File: src/rtl/cpu_pkg.sv
// Shared CPU definitions: bus widths used by fetch, control and memory, and the
// fetch FSM state encoding.
package cpu_pkg;

  localparam int unsigned CPU_ADDR_W = 9;
  localparam int unsigned CPU_DATA_W = 32;

  localparam logic [1:0] IF_IDLE    = 2'd0;
  localparam logic [1:0] IF_FETCH   = 2'd1;
  localparam logic [1:0] IF_DISCARD = 2'd2;

endpackage

File: src/rtl/fetch_buffer.sv
// Two-entry prefetch FIFO holding {instruction, pc+1}; flush wins over push/pop.
module fetch_buffer #(
  parameter int unsigned ADDR_W = 9,
  parameter int unsigned DATA_W = 32
) (
  input  logic              clk,
  input  logic              reset,
  input  logic              push,
  input  logic [DATA_W-1:0] push_data,
  input  logic [ADDR_W-1:0] push_pc,
  input  logic              pop,
  input  logic              flush,
  output logic [1:0]        count,
  output logic [DATA_W-1:0] head_data,
  output logic [ADDR_W-1:0] head_pc
);

  logic [DATA_W-1:0] data_q [2];
  logic [ADDR_W-1:0] pc_q   [2];
  logic              rd_ptr_q;
  logic              wr_ptr_q;
  logic [1:0]        count_q;
  logic [1:0]        count_d;
  logic              pop_en;
  logic              push_en;

  assign pop_en  = pop && (count_q != 2'd0);
  assign push_en = push && ((count_q != 2'd2) || pop_en);

  always_comb begin
    count_d = count_q;
    if (push_en && !pop_en) begin
      count_d = count_q + 2'd1;
    end else if (pop_en && !push_en) begin
      count_d = count_q - 2'd1;
    end
  end

  always_ff @(posedge clk or negedge reset) begin
    if (!reset) begin
      data_q[0] <= '0;
      data_q[1] <= '0;
      pc_q[0]   <= '0;
      pc_q[1]   <= '0;
      rd_ptr_q  <= 1'b0;
      wr_ptr_q  <= 1'b0;
      count_q   <= 2'd0;
    end else if (flush) begin
      rd_ptr_q <= 1'b0;
      wr_ptr_q <= 1'b0;
      count_q  <= 2'd0;
    end else begin
      if (push_en) begin
        data_q[wr_ptr_q] <= push_data;
        pc_q[wr_ptr_q]   <= push_pc;
        wr_ptr_q         <= ~wr_ptr_q;
      end
      if (pop_en) begin
        rd_ptr_q <= ~rd_ptr_q;
      end
      count_q <= count_d;
    end
  end

  // Head is forced to zero when empty so stale slots never leak to the decoder.
  assign count     = count_q;
  assign head_data = (count_q != 2'd0) ? data_q[rd_ptr_q] : '0;
  assign head_pc   = (count_q != 2'd0) ? pc_q[rd_ptr_q] : '0;

endmodule

File: src/rtl/instr_fetch_unit.sv
// Instruction fetch stage: owns the fetch PC, runs the memory read handshake and
// feeds a two-entry prefetch buffer consumed by the control unit.
module instr_fetch_unit
  import cpu_pkg::*;
#(
  parameter int unsigned      ADDR_W   = CPU_ADDR_W,
  parameter int unsigned      DATA_W   = CPU_DATA_W,
  parameter logic [ADDR_W-1:0] RESET_PC = '0
) (
  input  logic              clk,
  input  logic              reset,
  input  logic              stop,
  output logic [ADDR_W-1:0] mem_addr,
  output logic              mem_rd,
  input  logic [DATA_W-1:0] mem_rdata,
  input  logic              mem_ready,
  output logic [DATA_W-1:0] IRoutput,
  output logic              ir_valid,
  input  logic              ir_ack,
  output logic [ADDR_W-1:0] ir_pc,
  input  logic              pc_load,
  input  logic [ADDR_W-1:0] pc_in,
  output logic              busy
);

  logic [1:0]        state_q;
  logic [1:0]        state_d;
  logic [ADDR_W-1:0] pc_q;
  logic [ADDR_W-1:0] pc_d;
  logic [ADDR_W-1:0] pc_inc;
  logic [ADDR_W-1:0] addr_q;
  logic [1:0]        count;
  logic [1:0]        post_count;
  logic              ack_pop;
  logic              buf_push;

  assign pc_inc     = pc_q + ADDR_W'(1);
  assign ack_pop    = ir_ack && ir_valid;
  // Occupancy after this cycle's push, used to decide a back-to-back read.
  assign post_count = count + 2'd1 - {1'b0, ack_pop};

  always_comb begin
    state_d  = state_q;
    pc_d     = pc_q;
    buf_push = 1'b0;
    case (state_q)
      IF_IDLE: begin
        if (pc_load) begin
          pc_d = pc_in;
        end else if (!stop && (count < 2'd2)) begin
          state_d = IF_FETCH;
        end
      end
      IF_FETCH: begin
        if (pc_load) begin
          pc_d    = pc_in;
          state_d = mem_ready ? IF_IDLE : IF_DISCARD;
        end else if (mem_ready) begin
          buf_push = 1'b1;
          pc_d     = pc_inc;
          state_d  = (!stop && (post_count < 2'd2)) ? IF_FETCH : IF_IDLE;
        end
      end
      IF_DISCARD: begin
        if (pc_load) begin
          pc_d = pc_in;
        end
        if (mem_ready) begin
          state_d = IF_IDLE;
        end
      end
      default: state_d = IF_IDLE;
    endcase
  end

  always_ff @(posedge clk or negedge reset) begin
    if (!reset) begin
      state_q <= IF_IDLE;
      pc_q    <= RESET_PC;
      addr_q  <= RESET_PC;
    end else begin
      state_q <= state_d;
      pc_q    <= pc_d;
      // Latch the in-flight address so a redirect cannot move it mid-handshake.
      if (state_q == IF_FETCH) begin
        addr_q <= pc_q;
      end
    end
  end

  assign mem_rd   = (state_q != IF_IDLE);
  assign busy     = mem_rd;
  assign mem_addr = (state_q == IF_DISCARD) ? addr_q : pc_q;
  assign ir_valid = (count != 2'd0);

  fetch_buffer #(
    .ADDR_W (ADDR_W),
    .DATA_W (DATA_W)
  ) u_fetch_buffer (
    .clk       (clk),
    .reset     (reset),
    .push      (buf_push),
    .push_data (mem_rdata),
    .push_pc   (pc_inc),
    .pop       (ack_pop),
    .flush     (pc_load),
    .count     (count),
    .head_data (IRoutput),
    .head_pc   (ir_pc)
  );

endmodule

File: config.mk
export PLATFORM = sky130hd
export DESIGN_NAME = instr_fetch_unit
export DESIGN_NICKNAME = d
export VERILOG_FILES = /design/src/rtl/cpu_pkg.sv /design/src/rtl/fetch_buffer.sv /design/src/rtl/instr_fetch_unit.sv
export SDC_FILE = /design/constraint.sdc
export NUM_CORES = 1
export LEC_CHECK = 0
export CAP_MARGIN = 20
export CORE_MARGIN = 3
export CORE_UTILIZATION = 25
export CTS_CLUSTER_SIZE = 25
export DETAILED_ROUTE_END_ITERATION = 8
export GPL_TIMING_DRIVEN = 0
export SETUP_SLACK_MARGIN = 0.02
export SYNTH_ARGS = -nofsm -noshare
export SYNTH_HDL_FRONTEND = slang
export SYNTH_HIERARCHICAL = 1
export SYNTH_SLANG_ARGS = --single-unit
File: constraint.sdc
create_clock -name clk -period 7.2 [get_ports clk]
set_clock_uncertainty 0.15 [all_clocks]
set_input_delay 1.44 -clock clk [delete_from_list [all_inputs] [get_ports clk]]
set_output_delay 1.44 -clock clk [all_outputs]
set_load 0.01 [all_outputs]
==> results of run 1 <==
==> flip-flops by register name, summed over array words and instances (netlist names) <==
signal,count
pc_q,9
addr_q,9
u_fetch_buffer/data_q,64
u_fetch_buffer/wr_ptr_q,1
u_fetch_buffer/count,2
u_fetch_buffer/pc_q,18
state_q,2
u_fetch_buffer/rd_ptr_q,1
==> layout by cell type (no fill, tap or decap), drive strengths merged, types with 2 or more instances in the layout <==
master         Yosys  final
a21o               2      2
nor3               2      2
o22ai              3      3
nand2b             5      5
xnor2              5      5
nor2b              4      4
xor2               4      4
a32o               2      2
a2bb2oi            2      2
o21ai              7      7
nor2              49     49
a21oi             14     14
clkbuf             5     16
dfrtp            106    106
nor3b              3      3
clkinvlp           0      2
buf               22     24
inv                3      3
nand2             13     13
mux2i             42     42
or2                4      4
mux2              98     98
nand3              7      7
clkdlybuf4s50      0     98
==> power by group through the flow <==
stage / sequential, µW / combinational, µW / clock, µW
2_1_floorplan: 767 / 257 / 0
6_report: 778 / 375 / 481
3_5_place_dp: 789 / 378 / 0
3_3_place_gp: 780 / 370 / 0
5_1_grt: 793 / 412 / 528
4_1_cts: 777 / 382 / 506
==> worst max-delay path, delay by kind of cell <==
| family | cells | cell delay (ps) |
|---|---|---|
| AO/OA/AOI/OAI | 1 | 60 |
| buffers and inverters | 3 | 1300 |
| AND/OR/NAND/NOR | 3 | 1420 |
| multiplexers | 1 | 380 |
==> final timing paths <==
path,startpoint,endpoint,slack [ps],depth (start not counted)
max,pc_load,u_fetch_buffer/data_q[6],2660,8
min,addr_q[0],addr_q[0],340,2
max reg2reg,state_q[0],u_fetch_buffer/data_q[6],4060,7
min reg2reg,addr_q[0],addr_q[0],340,2
max in group asynchronous,reset,addr_q[8],5240,2
min in group asynchronous,reset,u_fetch_buffer/data_q[55],940,1
==> metrics by stage <==
| step | hold WS (ps) | util, % | cells | setup WS, ps | cell area (µm²) |
|---|---|---|---|---|---|
| floorplan | 299.7 | - | 412 | 3737 | 5308 |
| global placement | 313.5 | 32.28 | 781 | 441.2 | 6636 |
| detailed placement | 325.4 | 32.40 | 782 | 2171 | 6661 |
| CTS | 339.9 | 33.79 | 797 | 2548 | 6948 |
| global route | 372.8 | 33.79 | 797 | 2320 | 6948 |
| finish | 335.9 | 33.79 | 797 | 2665 | 6948 |
==> final cells by class <==
type / instances / area, µm² / area share [%]
buffer: 27 / 192.7 / 2.773
sequential: 106 / 2653 / 38.18
clock inverter: 4 / 53.80 / 0.7744
inverter: 3 / 11.26 / 0.1621
multi-input combinational: 276 / 2451 / 35.28
timing repair buffer: 100 / 1016 / 14.62
tap: 270 / 337.8 / 4.862
clock buffer: 11 / 232.7 / 3.350
==> routing by layer <==
metal	share of wire [%]	track usage, %
met1	43	14.03
met2	50	19.29
met3	5.7	2.855
met4	1.3	3.369
met5	0	0
==> cells by family (layout without fill, tap and decap cells) <==
| kind of cell | Yosys count | in the layout |
|---|---|---|
| AO/OA/AOI/OAI | 34 | 34 |
| AND/OR/NAND/NOR | 92 | 92 |
| buffers and inverters | 30 | 145 |
| flip-flops | 106 | 106 |
| XOR/XNOR | 9 | 9 |
| multiplexers | 140 | 140 |
| adder cells (fa/ha/maj) | 1 | 1 |
==> qor.txt, run 1 <==
run status = finished, final reports clean
H-Tree Depth = 3
final setup violating endpoints = 0
share of layout cells above drive strength 1 = 28.08%
final WL = 12350 µm
post-synthesis xor/xnor area fraction = 1.485%
Critical Path Sink Type = flop
combinational fraction of design power = 22.9%
multiplexer area fraction after synthesis = 31.47%
Post-Syn Area = 5308 µm²
switching power total = 418.5 µW
vias in the first global route = 3801
FF+latch count, synth = 106
Synth Flop Type = dfrtp_1
worst rel slew slack = 44.83%
cts repair resizes = 0
post-synthesis compound-gate area fraction = 4.290%
Clock Sinks = 106
Peak VDD IR = 0.1083 mV
# Post-CTS Setup Buffers = 0
CP Data Arrival Time = 4620 ps
filler cell count = 2053
crit-path cells = clkdlybuf4s50_1 -> buf_2 -> a21oi_2 -> nand2b_4 -> nor2_1 -> nor3b_1 -> buf_2 -> mux2_2
CTS tree = done
total track usage = 11.27%
largest net degree at the start of global routing = 66
max_cap viols = 0
Worst-Skew Late Latency = 350 ps
core box area = 20560 µm²
Final Hold Viols = 0
static leakage = 0.003011 µW
CP most frequent cell = buf_2
Final ANT Viol Nets = 0
Worst Setup Start Kind = input port
row cnt = 52
Least-Margin Pin Slew = 825.7 ps
hold-fix buffer count after cts = 0
Avg Synthesized Cell Area = 12.88 µm²
Critical Path Max Stage Delay = 750 ps
main combinational cell family by area after synthesis = multiplexers
vias per std cell = 4.429
post-route minimum period = 4535 ps
Ports = 100
initial antenna violation count = 0
Required @ worst endpoint = 7280 ps
CTS root buf = clkbuf_16
Clk pwr share = 29.5%
clk buf depth = 2
RSZ-0062 raised after global routing = false
clock transition at the registers of the reported paths = 70 ps
synth warn = 6
setup TNS = 0 ps
post-synthesis async set-or-reset flop share = 100.0%
die height = 151.7 µm
drt first-iter violations = 95
grt ovf = 0
Die Width = 151.7 µm
crit path max fanout = 10
fin. max-slew vios = 0
Yosys top cell area share = 49.98%
post-DP HPWL = 9034 µm
global-route wire length before repair = 20090 µm
Synth top cells by count = 106 x dfrtp_1, 59 x mux2_2, 49 x nor2_1
Seq pwr share = 47.6%
Port Buffer Count = 99
Synth Area in Simple Gates = 8.699%
Total Power = 1634 µW
nets = 571
Hold Crit Class = reg2reg
Sw Share = 25.61%
# diodes = 0
sequential area share after synthesis = 49.98%
synth unique cells = 42
Routed wire per std cell = 15.50 µm
Setup CP Type = in2reg
Power Internal = 1216 µW
die area = 23010 µm²
cts bufs inserted = 9
Synth area leader = dfrtp_1
Via Count = 3530
Fmax = 0.2205 GHz
Pwr Density = 235.2 nW/µm²
top-count cell post-synth = dfrtp_1
# DRC = 0
Post-synth EDFFs = 0
syn nets = 460
area grow syn2layout = 30.91%
GP Congestion = 0.8074
final period utilization = 62.99%
Area contributors post-synth = dfrtp_1 50%, mux2_2 13%, mux2_4 11%
Initial Utilization = 25.82%
DRT Pass-1 Iters = 4
adder-cell share of the synthesized area = 0.2357%
Syn Inst Count = 412
slowest cell on the critical path = nor3b_1
(Power assumes the default switching activity.)
==> inputs of run 2 (changes only) <==
- clock period: 7.2 -> 4.4 ns (I/O delays scaled with it)
==> results of run 2 <==
Same layout as run 1 (identical final DEF). Status: finished, final reports clean.
Main changes from that run: setup slack after placement 2171 ps -> -69.45 ps; setup slack after layout 2665 ps -> 424.7 ps; register-to-register setup slack 4060 ps -> 1260 ps; total power 1634 µW -> 2674 µW; worst IR drop on VDD 0.1083 mV -> 0.1773 mV
